===== src/rtl/median_window_3x3.sv =====
// Streaming 3x3 window generator: two line buffers plus a 3x3 shift window over a
// raster pixel stream. Emits one registered window per interior pixel position.
module median_window_3x3 #(
    parameter int DATA_W = 8,
    parameter int IMG_W  = 64,
    parameter int IMG_H  = 64,
    parameter int COL_W  = $clog2(IMG_W),
    parameter int ROW_W  = $clog2(IMG_H)
) (
    input  logic                clk,
    input  logic                rst_n,
    input  logic                restart,
    input  logic [DATA_W-1:0]   in_data,
    input  logic                in_valid,
    output logic                in_ready,
    output logic [9*DATA_W-1:0] out_win,
    output logic [COL_W-1:0]    out_col,
    output logic [ROW_W-1:0]    out_row,
    output logic                out_valid,
    input  logic                out_ready,
    output logic                frame_done
);

    logic [COL_W-1:0] col;
    logic [ROW_W-1:0] row;
    logic             acc;
    logic             col_last;
    logic             row_last;
    logic             interior;

    logic [DATA_W-1:0] lb0 [IMG_W];
    logic [DATA_W-1:0] lb1 [IMG_W];
    logic [DATA_W-1:0] a_rd;
    logic [DATA_W-1:0] b_rd;

    // win[r][c]: r=0 oldest row, c=0 oldest column; packing gives pixel 3*r+c
    logic [2:0][2:0][DATA_W-1:0] win;

    assign in_ready = rst_n && !restart && (!out_valid || out_ready);
    assign acc      = in_valid && in_ready;

    assign col_last = (col == COL_W'(IMG_W - 1));
    assign row_last = (row == ROW_W'(IMG_H - 1));
    assign interior = (row >= ROW_W'(2)) && (col >= COL_W'(2));

    assign a_rd    = lb0[col];
    assign b_rd    = lb1[col];
    assign out_win = win;

    // Line buffers carry no reset; stale rows are masked by the row >= 2 gate
    always_ff @(posedge clk) begin
        if (acc) begin
            lb0[col] <= b_rd;
            lb1[col] <= in_data;
        end
    end

    always_ff @(posedge clk) begin
        if (!rst_n) begin
            col        <= '0;
            row        <= '0;
            win        <= '0;
            out_col    <= '0;
            out_row    <= '0;
            out_valid  <= 1'b0;
            frame_done <= 1'b0;
        end else if (restart) begin
            col        <= '0;
            row        <= '0;
            out_valid  <= 1'b0;
            frame_done <= 1'b0;
        end else if (acc) begin
            if (col_last) begin
                col <= '0;
                row <= row_last ? '0 : row + ROW_W'(1);
            end else begin
                col <= col + COL_W'(1);
            end
            for (int r = 0; r < 3; r++) begin
                win[r][0] <= win[r][1];
                win[r][1] <= win[r][2];
            end
            win[0][2]  <= a_rd;
            win[1][2]  <= b_rd;
            win[2][2]  <= in_data;
            out_valid  <= interior;
            out_col    <= col - COL_W'(1);
            out_row    <= row - ROW_W'(1);
            frame_done <= col_last && row_last;
        end else if (out_ready) begin
            out_valid  <= 1'b0;
            frame_done <= 1'b0;
        end
    end

endmodule


===== config.mk =====
export PLATFORM = sky130hd
export DESIGN_NAME = median_window_3x3
export DESIGN_NICKNAME = d
export VERILOG_FILES = /design/src/rtl/median_window_3x3.sv
export SDC_FILE = /design/constraint.sdc
export NUM_CORES = 1
export LEC_CHECK = 0
export CAP_MARGIN = 5
export CORE_MARGIN = 2
export CORE_UTILIZATION = 35
export DETAILED_ROUTE_END_ITERATION = 8
export GPL_ROUTABILITY_DRIVEN = 1
export PLACE_DENSITY = 0.46
export SYNTH_ARGS = -nofsm -noshare
export SYNTH_HDL_FRONTEND = slang
export SYNTH_SLANG_ARGS = --single-unit

===== constraint.sdc =====
create_clock -name clk -period 4.9 [get_ports clk]
set_input_delay 0.49 -clock clk [delete_from_list [all_inputs] [get_ports clk]]
set_output_delay 0.49 -clock clk [all_outputs]
set_load 0.05 [all_outputs]

==> Flow_metrics.wiki <==
{| class="wikitable"
! Metric !! Value
|-
| Total CTS buffers || about 120
|-
| Count of flip-flops with a built-in enable after synthesis || a little over 1k
|-
| Critical Path Slowest Stage Cell || dfxtp_4
|-
| DR vias || around 24k
|-
| Fraction of power spent switching nets || 20.8%
|-
| Clock tree from TritonCTS || built
|-
| RSZ-0062 raised after global routing || no
|-
| Top-area cell type share of the netlist area || about 70%
|-
| Highest fanout seen on the critical path || 65
|-
| Power share of the combinational group || between 2 and 2.5%
|-
| Number of DRC markers in iteration 0 || approximately 2.2k
|-
| Warning count from the yosys run || 0
|-
| Die boundary height || 358 um
|-
| Multi-input gate area || approximately 0.01 mm^2
|-
| Via count of the first global-routing pass || 24.3k
|-
| Post-synthesis instance area || 0.0439 mm^2
|-
| Synthesized-area fraction occupied by xor and xnor cells || less than 1%
|-
| Net count reported at finish || between 2k and 3k
|-
| DRC viols || 0
|-
| P per Cell Area || ~380 mW/mm^2
|-
| Sequential cell area in the final layout || 0.0329 mm^2
|-
| Peak VDD IR || between 0.2 and 0.3 mV
|-
| CTS Root Cell || clkbuf_16
|-
| Routed length per instance || 29.9 um
|-
| Leading cell types in the layout, fill and taps excluded || edfxtp_1, nand2_1, buf_4, mux4_2, clkbuf_16
|-
| Number of placed I/O pins || 100
|-
| Detailed-routing iteration count for the pre-antenna-repair pass || 7
|-
| Post-layout utilization of the core || approximately 40%
|-
| Final Setup Violations || 0
|-
| Biggest area contributors in the synthesized netlist || edfxtp_1, mux4_2, dfxtp_1
|-
| Remaining antenna violation count after routing || 0
|-
| Pin count of the biggest net entering global routing || 86
|-
| Synth Area in Adders || 0.171%
|-
| Maximum buffer depth of the clock tree || 3
|-
| Relative slew slack || 23.8%
|-
| Number of antenna violations at the first check in global routing || 4
|-
| Weighted congestion at the end of routability-driven global placement || slightly above 0.8
|-
| Total GRT Usage || 20.6%
|-
| Hold_buf cts || 0
|-
| FILL cells || between 10k and 15k
|-
| Layout overhead on the synthesized area || 16.2%
|-
| Sequential group share of total power || a little over half
|-
| Distinct cell type count of the synthesized netlist || between 70 and 80
|-
| Net count after synthesis || 2,487
|-
| Number of I/O port buffers || 99
|-
| Fin crit share || ~76%
|-
| Final-report hold violation count || 0
|-
| Combinational family with the most area after synthesis || multiplexers
|-
| Clock sinks || 1,128
|-
| Cell-internal power || roughly 15 mW
|-
| Outcome || complete, no violations
|-
| Psw || a little over 4 mW
|-
| Crit start category || flop
|-
| Vias per Instance || 5.44
|-
| Library cell occupying the most area in the post-synthesis netlist || edfxtp_1
|-
| Total number of placement rows || ~130
|-
| Critical path buffers and inverters || 1
|-
| Timing-limited maximum frequency || 270 MHz
|-
| H-tree lvl count || 3
|-
| Global-route wire length before repair || about 190,000 um
|-
| Kind of cell adding the most delay to the critical path || compound AO/OA/AOI/OAI gates
|-
| Final min period || between 3 and 4 ns
|-
| Hold crit path type || input pin to flop
|-
| WP data arrival || slightly above 4 ns
|-
| Core region area || about 0.12 mm^2
|-
| Post-synthesis average cell area || about 18 um^2
|-
| Final Slew Violations || 0
|-
| Share of layout cells above drive strength 1 || a little under 20%
|-
| Setup Fix Bufs, Post-CTS || 0
|-
| Fraction of the mapped netlist area in compound gates || just under 7%
|-
| Post-synthesis sequential area ratio || 74.8%
|-
| Clock network latency to the later pin of the worst-skew pair || 0.71 ns
|-
| Synth Register Bits || roughly 1.1k
|-
| Worst clock skew on the final layout || roughly 0.041 ns
|-
| Critical Path Sink Type || flop
|-
| Cell Chain, Critical Path || nor2_1, a22oi_1, a21oi_1, a31oi_1, nand2_1, o211ai_1, buf_4
|-
| Dominant synthesized flop cell || edfxtp_1
|-
| Leakage dissipation || roughly 16 nW
|-
| Cells after synthesis || 2,468
|-
| WL final || between 100,000 and 150,000 um
|-
| Horizontal extent of the die || approximately 360 um
|-
| Simple logic cell fraction of the synthesized area || 4.38%
|-
| Max Cap Viol || 0
|-
| Setup TNS || 0 ns
|-
| Setup CP Type || flop to flop
|-
| Initial core utilization || 35.4%
|-
| Multiplexer area fraction after synthesis || a little under an eighth
|-
| Total congestion overflow || 0
|-
| Commonest non-fill, non-tap cell in the layout || edfxtp_1
|-
| Total power || approximately 19 mW
|-
| Slew @ Worst Pin || 1.14 ns
|-
| Clock power share || approximately 44%
|-
| Largest stage delay on the critical path || 0.83 ns
|-
| Async SR Flop Fraction || 0%
|-
| Clock transition at the registers of the reported paths || 0.06 ns
|-
| DPL Wire Length || 81,700 um
|-
| Data required time of the worst path || roughly 5.3 ns
|-
| Die area || about 0.13 mm^2
|-
| Post-cts resize count || 0
|}
==> final timing paths <==
kind	start	endpoint	slack, ns	cells after the start
worst max-delay path	flop	lb0[11][4]	1.19	7
worst min-delay path	rst_n	row[0]	0.28	4
worst max register to register	flop	lb0[11][4]	1.19	7
worst min register to register	out_win[0]	out_win[0]	0.45	2
==> state kept, by name, summed over array words and instances, names as in the netlist, named ones only <==
| signal | cells |
|---|---|
| lb0 | 512 |
| lb1 | 512 |
| col | 6 |
| frame_done | 1 |
| out_win | 72 |
| out_valid | 1 |
| out_row | 6 |
| out_col | 6 |
| row | 6 |
==> metrics by stage <==
stage | area [um^2] | setup WS (ns) | std cells | hold slack (ns)
after floorplan | 43900 | 1.03 | 2468 | 0.518
after global placement | 47400 | 1.21 | 4210 | 0.445
after detailed placement | 47400 | 1.11 | 4210 | 0.449
after CTS | 51000 | 1.09 | 4422 | 0.240
after global routing | 51000 | 0.961 | 4422 | 0.286
final | 51000 | 1.19 | 4423 | 0.279
==> power by group through the flow <==
| stage | logic [mW] | clock network, mW | registers (mW) |
|---|---|---|---|
| finish | 0.435 | 8.48 | 10.5 |
| global route | 0.465 | 9.02 | 10.5 |
| CTS | 0.444 | 8.64 | 10.5 |
| detailed placement | 0.443 | 0 | 10.7 |
| global placement | 0.433 | 0 | 10.7 |
| floorplan | 0.161 | 0 | 10.8 |
==> Yosys cell counts (8+ instances only) <==
| library cell | count |
|---|---|
| a221o_1 | 8 |
| o21ai_1 | 10 |
| a221oi_1 | 56 |
| a22o_1 | 10 |
| nor2b_1 | 14 |
| clkbuf_1 | 71 |
| nor2_1 | 106 |
| mux2_1 | 38 |
| edfxtp_1 | 1024 |
| o21ai_0 | 34 |
| a21boi_1 | 39 |
| buf_4 | 18 |
| a22oi_1 | 64 |
| xor2_1 | 9 |
| a21oi_1 | 58 |
| mux4_2 | 143 |
| nor3_1 | 14 |
| buf_6 | 11 |
| buf_2 | 35 |
| o22ai_1 | 14 |
| nand2b_1 | 20 |
| a21boi_0 | 17 |
| and2_1 | 14 |
| mux2i_1 | 103 |
| buf_1 | 11 |
| dfxtp_1 | 104 |
| nand3_1 | 28 |
| o211a_1 | 10 |
| a31oi_1 | 19 |
| a211oi_1 | 10 |
| o221ai_1 | 9 |
| mux2_2 | 33 |
| nand2_1 | 203 |
==> cell families after synthesis <==
logic type,after synthesis
compound gates,405
xor+xnor,16
buf+inv,162
mux,317
fa+ha+maj,6
flops,1128
simple gates,434
==> tightest hold or removal path: stages <==
cell	delay [ns]
buf_2	0.11
nor2b_1	0.18
nand2_1	0.12
nor2_1	0.05
==> routing by layer <==
metal | wire length, um | vias up | track usage, % | part of all wire (%)
met5 | 14 | - | 0 | 0.011
met3 | 8410 | 203 | 4.08 | 6.4
li1 | - | 10300 | - | -
met1 | 57200 | 12800 | 28.6 | 43
met4 | 4350 | 2 | 6.64 | 3.3
met2 | 62100 | 774 | 32.5 | 47
==> final cells by class <==
type | instances | area share (%)
timing repair buffer | 260 | 4.40
clock buffer | 149 | 6.05
antenna | 1 | 0.00491
inverter | 7 | 0.0515
sequential | 1128 | 64.4
clock inverter | 63 | 1.00
multi-input combinational | 1178 | 20.1
tap | 1637 | 4.02
No activity file was read; power rests on OpenSTA's default activity.
